### src/rtl/zx81_tape_player_if.sv
// Tape RAM read port: the player drives the address and the RAM returns data.
// The data is valid two clk_sys cycles after the address changes.
interface zx81_tape_player_if;
    logic [13:0] rd_addr;
    logic [7:0]  rd_data;

    modport master (output rd_addr, input rd_data);
    modport slave  (input rd_addr, output rd_data);
endinterface

### src/rtl/zx81_tape_player.sv
// Replays a .p image from tape RAM as a ZX81 pulse-coded EAR stream at real tape speed.
// Latency: leader of LEADER_TICKS ce ticks, then 3 clk_sys cycles per byte fetch. No backpressure; stop aborts.
module zx81_tape_player #(
    parameter int         PULSE_TICKS  = 488,
    parameter int         GAP_TICKS    = 4225,
    parameter int         LEADER_TICKS = 3250000,
    parameter logic [7:0] NAME_BYTE    = 8'hA6
) (
    input  logic                      clk_sys,
    input  logic                      reset,
    input  logic                      ce,
    input  logic                      start,
    input  logic                      stop,
    input  logic                      add_name,
    input  logic [13:0]               tape_size,
    zx81_tape_player_if.master        ram,
    output logic                      tape_out,
    output logic                      busy,
    output logic                      done,
    output logic [13:0]               byte_pos
);

    typedef enum logic [3:0] {
        IDLE, LEADER, FETCH, WAIT1, WAIT2, PULSE_HI, PULSE_LO, GAP, TRAILER
    } state_t;

    localparam logic [21:0] PULSE_LD  = 22'(PULSE_TICKS - 1);
    localparam logic [21:0] GAP_LD    = 22'(GAP_TICKS - 1);
    localparam logic [21:0] LEADER_LD = 22'(LEADER_TICKS - 1);

    state_t      state;
    logic [21:0] tick_cnt;
    logic [3:0]  pulse_cnt;
    logic [2:0]  bit_cnt;
    logic [7:0]  shreg;
    logic [13:0] size_q;
    logic        name_pending;
    logic        is_name;

    // Pulse counter holds the remaining pulses minus one for the current bit.
    function automatic logic [3:0] pulses_for(input logic b);
        return b ? 4'd8 : 4'd3;
    endfunction

    always_ff @(posedge clk_sys) begin
        if (reset) begin
            state        <= IDLE;
            tick_cnt     <= '0;
            pulse_cnt    <= '0;
            bit_cnt      <= '0;
            shreg        <= '0;
            size_q       <= '0;
            name_pending <= 1'b0;
            is_name      <= 1'b0;
            ram.rd_addr  <= '0;
            tape_out     <= 1'b0;
            busy         <= 1'b0;
            done         <= 1'b0;
            byte_pos     <= '0;
        end else begin
            done <= 1'b0;
            if (stop && state != IDLE) begin
                state    <= IDLE;
                tape_out <= 1'b0;
                busy     <= 1'b0;
            end else begin
                case (state)
                    IDLE: begin
                        if (start && !stop) begin
                            if (tape_size == 14'd0) begin
                                done <= 1'b1;
                            end else begin
                                size_q       <= tape_size;
                                name_pending <= add_name;
                                byte_pos     <= '0;
                                busy         <= 1'b1;
                                tick_cnt     <= LEADER_LD;
                                state        <= LEADER;
                            end
                        end
                    end
                    LEADER, TRAILER: begin
                        if (ce) begin
                            if (tick_cnt == 22'd0) begin
                                tick_cnt <= '0;
                                if (state == LEADER) begin
                                    state <= FETCH;
                                end else begin
                                    state <= IDLE;
                                    busy  <= 1'b0;
                                    done  <= 1'b1;
                                end
                            end else begin
                                tick_cnt <= tick_cnt - 22'd1;
                            end
                        end
                    end
                    FETCH: begin
                        bit_cnt <= 3'd7;
                        if (name_pending) begin
                            name_pending <= 1'b0;
                            is_name      <= 1'b1;
                            shreg        <= NAME_BYTE;
                            pulse_cnt    <= pulses_for(NAME_BYTE[7]);
                            tick_cnt     <= PULSE_LD;
                            tape_out     <= 1'b1;
                            state        <= PULSE_HI;
                        end else begin
                            is_name     <= 1'b0;
                            ram.rd_addr <= byte_pos;
                            state       <= WAIT1;
                        end
                    end
                    WAIT1: state <= WAIT2;
                    WAIT2: begin
                        shreg     <= ram.rd_data;
                        pulse_cnt <= pulses_for(ram.rd_data[7]);
                        tick_cnt  <= PULSE_LD;
                        tape_out  <= 1'b1;
                        state     <= PULSE_HI;
                    end
                    PULSE_HI: begin
                        if (ce) begin
                            if (tick_cnt == 22'd0) begin
                                tape_out <= 1'b0;
                                tick_cnt <= PULSE_LD;
                                state    <= PULSE_LO;
                            end else begin
                                tick_cnt <= tick_cnt - 22'd1;
                            end
                        end
                    end
                    PULSE_LO: begin
                        if (ce) begin
                            if (tick_cnt != 22'd0) begin
                                tick_cnt <= tick_cnt - 22'd1;
                            end else if (pulse_cnt == 4'd0) begin
                                tick_cnt <= GAP_LD;
                                state    <= GAP;
                            end else begin
                                pulse_cnt <= pulse_cnt - 4'd1;
                                tick_cnt  <= PULSE_LD;
                                tape_out  <= 1'b1;
                                state     <= PULSE_HI;
                            end
                        end
                    end
                    GAP: begin
                        if (ce) begin
                            if (tick_cnt != 22'd0) begin
                                tick_cnt <= tick_cnt - 22'd1;
                            end else if (bit_cnt != 3'd0) begin
                                bit_cnt   <= bit_cnt - 3'd1;
                                shreg     <= {shreg[6:0], 1'b0};
                                pulse_cnt <= pulses_for(shreg[6]);
                                tick_cnt  <= PULSE_LD;
                                tape_out  <= 1'b1;
                                state     <= PULSE_HI;
                            end else if (is_name) begin
                                tick_cnt <= '0;
                                state    <= FETCH;
                            end else begin
                                // The name byte does not occupy a position in the image.
                                byte_pos <= byte_pos + 14'd1;
                                if (byte_pos + 14'd1 == size_q) begin
                                    tick_cnt <= LEADER_LD;
                                    state    <= TRAILER;
                                end else begin
                                    tick_cnt <= '0;
                                    state    <= FETCH;
                                end
                            end
                        end
                    end
                    default: state <= IDLE;
                endcase
            end
        end
    end

endmodule

### src/flat_wrapper.sv
// flat-port wrapper written by rule: the top's interface ports become plain ports
module zx81_tape_player_flat 
#(
    parameter int         PULSE_TICKS  = 488,
    parameter int         GAP_TICKS    = 4225,
    parameter int         LEADER_TICKS = 3250000,
    parameter logic [7:0] NAME_BYTE    = 8'hA6
)
  (clk_sys, reset, ce, start, stop, add_name, tape_size, tape_out, busy, done, byte_pos, ram_rd_addr, ram_rd_data);
  zx81_tape_player_if ram_i ();
  input  logic clk_sys;
  input  logic reset;
  input  logic ce;
  input  logic start;
  input  logic stop;
  input  logic add_name;
  input  logic [13:0] tape_size;
  output logic tape_out;
  output logic busy;
  output logic done;
  output logic [13:0] byte_pos;
  output wire logic [$bits(ram_i.rd_addr)-1:0] ram_rd_addr;
  input wire logic [$bits(ram_i.rd_data)-1:0] ram_rd_data;
  assign ram_rd_addr = ram_i.rd_addr;
  assign ram_i.rd_data = ram_rd_data;
  zx81_tape_player #(.PULSE_TICKS(PULSE_TICKS), .GAP_TICKS(GAP_TICKS), .LEADER_TICKS(LEADER_TICKS), .NAME_BYTE(NAME_BYTE)) u_core (.clk_sys(clk_sys), .reset(reset), .ce(ce), .start(start), .stop(stop), .add_name(add_name), .tape_size(tape_size), .ram(ram_i), .tape_out(tape_out), .busy(busy), .done(done), .byte_pos(byte_pos));
endmodule
### config.mk
export PLATFORM = sky130hd
export DESIGN_NAME = zx81_tape_player_flat
export DESIGN_NICKNAME = d
export VERILOG_FILES = /design/src/rtl/zx81_tape_player_if.sv /design/src/rtl/zx81_tape_player.sv /design/src/flat_wrapper.sv
export SDC_FILE = /design/constraint.sdc
export NUM_CORES = 1
export LEC_CHECK = 0
export CAP_MARGIN = 20
export CORE_MARGIN = 1
export CORE_UTILIZATION = 33
export CTS_CLUSTER_SIZE = 16
export DETAILED_ROUTE_END_ITERATION = 16
export DONT_BUFFER_PORTS = 1
export GPL_TIMING_DRIVEN = 0
export MAX_ROUTING_LAYER = met4
export SKIP_CTS_REPAIR_TIMING = 1
export SLEW_MARGIN = 40
export SYNTH_ARGS = -nofsm -noshare
export SYNTH_HDL_FRONTEND = slang
export SYNTH_SLANG_ARGS = --single-unit
### constraint.sdc
create_clock -name clk_sys -period 7.1 [get_ports clk_sys]
set_clock_uncertainty 0.1 [all_clocks]
set_input_delay 1.42 -clock clk_sys [delete_from_list [all_inputs] [get_ports clk_sys]]
set_output_delay 1.42 -clock clk_sys [all_outputs]
set_load 0.005 [all_outputs]
Word-level counts from Yosys, hierarchy flattened
Cells that the tools add are included.

$add $sub $neg: 4. Multiply operators: 0. Divide/modulo/power cells: 0. Magnitude comparators: 0. Eq/ne operators: 25. Shift-type cells: 0. Mux-type cells: 85. Bitwise gates (word level): 3. Reduce and logical (&&, ||, !) cells: 32.

Operators with widths (count): 22-bit two-way mux (14); 22-bit case mux with 7 select lines (1); 4-bit two-way mux (22); 14-bit two-way mux (6); 4-bit case mux with 8 select lines (1); 7-bit two-way mux (4); 14-bit case mux with 2 select lines (1); 22-bit zero test (1); 1-bit two-way mux (22); 2-bit inequality test, second input constant (11); 22-bit nonzero test (1); 22-bit by 1-bit subtractor with 22-bit output, second input constant (1); 7-bit case mux with 3 select lines (1); 10-bit AND reduction (2); 9-bit AND reduction (2); 4-bit by 3-bit equality test with 1-bit output, second input constant (4); 4-bit case mux with 4 select lines (1); 14-bit by 1-bit adder with 14-bit output, second input constant (1); 14-bit equality test (1); 14-bit zero test (1); 13-bit two-way mux (1); 3-bit two-way mux (4); 6-bit AND reduction (2); 2-bit by 1-bit inequality test with 1-bit output, second input constant (5); 24 further kinds (39).

Bits in registers: 87. Latch bits: 0. RAM bits: 0. Bits in read-only memories: 0. Input port bits: 28. Output and inout port bits: 31. Logic and storage cells: 162. Memories: 0.

Depth between registers and ports, before layout
Depth after elaboration: 8. Gate-level depth with buffers: 11. Gate-level depth less buffers: 9.

Worst setup path after synthesis
OpenSTA, ideal clock, no wires.

Path kind: input-to-reg. From: input port stop. To: register u_core.tick_cnt[11]. Setup time: 0.130 ns. Data arrival time: 2.863 ns. Data required time: 6.870 ns. Path slack: 4.007 ns. Stages on the path: 9. Path buffers: 2. Cells stage by stage: clkbuf_1 -> nor2_1 -> a22oi_1 -> o21ai_0 -> o211ai_1 -> buf_2 -> nor3_1 -> xnor2_1 -> nor2_1.

Cells in the longest elaborated chain, start to end: 4. Elaborated cells between the ends (all ways): 6. Those cells by class: eq/ne: 1; bitwise: 1; reduce/logical: 4.

Ends and longest elaborated chain: start: declaration (line flat_wrapper.sv:15) `input logic stop;`; 1-bit zero test (line zx81_tape_player.sv:69) `if (start && !stop) begin`; 1-bit logical AND (line zx81_tape_player.sv:69); 2-bit by 1-bit inequality test with 1-bit output (no source line); 9-bit AND reduction (no source line) (*); end signal: assignment (line zx81_tape_player.sv:94) `tick_cnt <= tick_cnt - 22'd1;`; end signal: assignment (line zx81_tape_player.sv:129) `tick_cnt <= tick_cnt - 22'd1;`; end signal: assignment (line zx81_tape_player.sv:136) `tick_cnt <= tick_cnt - 22'd1;`; end: declaration (line zx81_tape_player.sv:32) `logic [21:0] tick_cnt;`.

Every way passes the cells marked *; elsewhere a longest branch is shown, timed or not. A chain may end at the register's enable or synchronous reset.

Worst setup path after layout
From: register u_core.byte_pos[0]. To: register u_core.tick_cnt[15].

Cells in the longest elaborated chain, start to end: 8.

Ends and longest elaborated chain: start: declaration (line zx81_tape_player.sv:20) `output logic [13:0] byte_pos`; start signal: assignment (line zx81_tape_player.sv:164) `byte_pos <= byte_pos + 14'd1;`; 14-bit by 1-bit adder with 14-bit output (line zx81_tape_player.sv:165) `if (byte_pos + 14'd1 == size_q) begin`; 14-bit equality test (line zx81_tape_player.sv:165); 22-bit two-way mux (line zx81_tape_player.sv:165); 22-bit two-way mux (line zx81_tape_player.sv:159) `end else if (is_name) begin`; 22-bit two-way mux (line zx81_tape_player.sv:152) `end else if (bit_cnt != 3'd0) begin`; 22-bit two-way mux (line zx81_tape_player.sv:150) `if (tick_cnt != 22'd0) begin`; 22-bit two-way mux (line zx81_tape_player.sv:149) `if (ce) begin`; 22-bit case mux with 7 select lines (line zx81_tape_player.sv:67) `case (state)`; end signal: assignment (line zx81_tape_player.sv:94); end signal: assignment (line zx81_tape_player.sv:136); end signal: assignment (line zx81_tape_player.sv:151) `tick_cnt <= tick_cnt - 22'd1;`.

No other way between the ends. The select of a mux whose other input is x is not followed.

==> metrics <==
sequential cell area fraction in the yosys report=34.7%; Die ar.=15,700 µm²; FFs w/ async S/R, synth=0%; leading area contributor after synthesis=dfxtp_1; P_leak=0.00189 µW; final WL=15.4 mm; initial drt markers=436; top cells by area, synth=dfxtp_1, nand2_1, a21oi_1; mapped cell area=5020 µm²; period utilization=50.1%; number of global-route vias before repair=4,648; VDD IR max=0.140 mV; # H-tree levels=3; slew margin rel.=50.6%; RSZ-0062 raised after global routing=false; Clk pin slew, worst setup/hold paths=70 ps; EDFF count, synth=0; worst hold path class=reg2reg; CTS Buf Count=9; # DRC=3; Hold Violations, Final=0; Post-Route Utilization=38.1%; Synth top area share=34.7%; Final Setup Violations=0; required time of the worst setup path=7270 ps; Max Slew Vio Count=0; Initial Util=34.2%; total negative setup slack=0 ps; P per Cell Area=346 nW/µm²; syn_nets=683; syn_area_per_cell=7.73 µm²; core box area=14,700 µm²; DP Wirelength=11.2 mm; Main synth FF type=dfxtp_1; Cells after Synth=649; Startpoint Class=flop; outcome=complete, but fails checks; Finished Layout Cells=850; routed via count=4,968; worst-path maximum fanout=10; CTS tree=yes; Hold Crit Depth=2; total of max-cap violations=0; failing checks=design-rule violations; post-route antenna net violation count=0; Die Ht=125 µm; Tot GR Track Use=20.6%; #FFs+latches synth=87; CTS root buf=clkbuf_16; layout cells sized above 1=6.46%; routability cong.=0.882; Die Wd=125 µm; DR pass1 iterations=13; largest net degree at the start of global routing=16; Fmax achieved=281 MHz; I/O Buffers=0; YS warnings=0; fillcell total=1,517; Cell Rows=44; Arr. time, crit path=3730 ps; vias per std cell=5.84; IO Pins=59; layout net count=695; WL per Instance=18.1 µm; ant diodes=0; GRT overflow=0; initial antenna violation count=0; Worst Max-Slew Pin Slew=734 ps; clock sinks=87; CP Capture Type=flop; kind of critical path=reg2reg; area grow syn2layout=11.7%; min Tclk post-route=3560 ps; first-pass GRT wire length=24.8 mm; DP Cell Count=833; library cells used by synthesis=67; cells on worst reg2reg path=10; worst-skew pair later-pin latency=360 ps; CTS Buffer Depth=2
[placed cells by master (no fill, tap or decap), types with 3 or more instances in the layout]
cell type	count
dfxtp_1	87
nand2_1	74
nor2_1	66
a21oi_1	54
o21ai_0	39
clkbuf_1	37
nand3_1	25
nor3_1	24
mux2i_1	18
a311oi_1	18
inv_1	16
nor4_1	16
xnor2_1	15
a22oi_1	10
a31oi_1	10
nand4_1	9
clkbuf_16	9
buf_2	8
xor2_1	8
or3_1	8
a211oi_1	8
and3_1	7
nand2b_1	7
nor2b_1	6
ha_1	6
o211ai_1	5
o22ai_1	4
and2_1	4
o211a_1	4
o31ai_1	4
a21o_1	3
or4_1	3
o21ai_1	3
bufinv_16	3
[metrics by stage]
stage / instance area (µm²) / hold WS (ps) / power, µW / setup WS (ps)
floorplan: 5020 / 330 / 1190 / 4010
global placement: 5250 / 354 / 1350 / 3360
detailed placement: 5250 / 363 / 1370 / 3270
CTS: 5600 / 371 / 1930 / 3610
global route: 5610 / 391 / 2060 / 3270
finish: 5610 / 375 / 1940 / 3540
[power breakdown]
| part | leakage [µW] | internal (µW) | switching [µW] |
|---|---|---|---|
| combinational | 0.00102 | 268 | 488 |
| sequential | 0.000706 | 558 | 61.9 |
| clock | 0.000165 | 347 | 219 |
| total | 0.00189 | 1170 | 768 |
[layout make-up]
| type | instances | area [µm²] | share of cell area, % |
|---|---|---|---|
| clock buffer | 10 | 229 | 4.08 |
| inverter | 16 | 60.1 | 1.07 |
| tap | 184 | 230 | 4.11 |
| buffer | 49 | 215 | 3.84 |
| timing repair buffer | 1 | 5.00 | 0.0893 |
| clock inverter | 6 | 118 | 2.10 |
| sequential | 87 | 1740 | 31.1 |
| multi-input combinational | 497 | 3010 | 53.6 |
[logic make-up (layout without fill, tap and decap cells)]
| family | Yosys count | after routing | synth area share (%) |
|---|---|---|---|
| xor+xnor | 24 | 24 | 4.46 |
| compound gates | 181 | 181 | 23.5 |
| fa+ha+maj | 6 | 6 | 1.50 |
| simple gates | 268 | 268 | 26.8 |
| buf+inv | 65 | 82 | 5.48 |
| mux | 18 | 18 | 3.59 |
| flops | 87 | 87 | 34.7 |
[critical path, cell delays in order (launching register included)]
cell and delay (ps):
dfxtp_1 620, ha_1 220, clkbuf_1 340, and2_1 190, clkbuf_1 230, a31oi_1 130
nor4b_1 350, nand4_1 220, nor4_1 690, o21ai_0 190, a21oi_1 190
[flip-flops by register name (all words and copies together) (netlist names)]
| signal | flops |
|---|---|
| u_core.bit_cnt | 3 |
| u_core.busy | 1 |
| u_core.byte_pos | 14 |
| u_core.done | 1 |
| u_core.is_name | 1 |
| u_core.name_pending | 1 |
| u_core.pulse_cnt | 4 |
| u_core.ram.rd_addr | 14 |
| u_core.shreg | 7 |
| u_core.size_q | 14 |
| u_core.state | 4 |
| u_core.tape_out | 1 |
| u_core.tick_cnt | 22 |
[metal layers]
layer | track usage, % | wire, µm | up-vias
li1 | - | - | 2396
met1 | 27.3 | 7250 | 2418
met2 | 30.8 | 6930 | 136
met3 | 3.77 | 893 | 18
met4 | 8.46 | 272 | 0
met5 | - | 0 | -
[cell usage after synthesis (all sizes together) (6+ instances only)]
cell,instances
a311oi,18
xnor2,15
a22oi,10
or3,9
clkbuf,36
ha,6
nor4,17
a211oi,8
nor2b,6
nor2,66
nand2,74
o21ai,42
nand2b,7
a21oi,55
inv,16
and3,7
mux2i,18
buf,13
xor2,8
a31oi,10
nand3,26
nor3,27
nand4,9
dfxtp,87
[worst paths after layout]
check | startpoint | endpoint | slack, ps
max | u_core.byte_pos[0] | u_core.tick_cnt[15] | 3540
min | u_core.tick_cnt[3] | u_core.tick_cnt[3] | 380
max reg2reg | u_core.byte_pos[0] | u_core.tick_cnt[15] | 3540
min reg2reg | u_core.tick_cnt[3] | u_core.tick_cnt[3] | 380
Note: power is estimated with default switching activity, not from simulation.
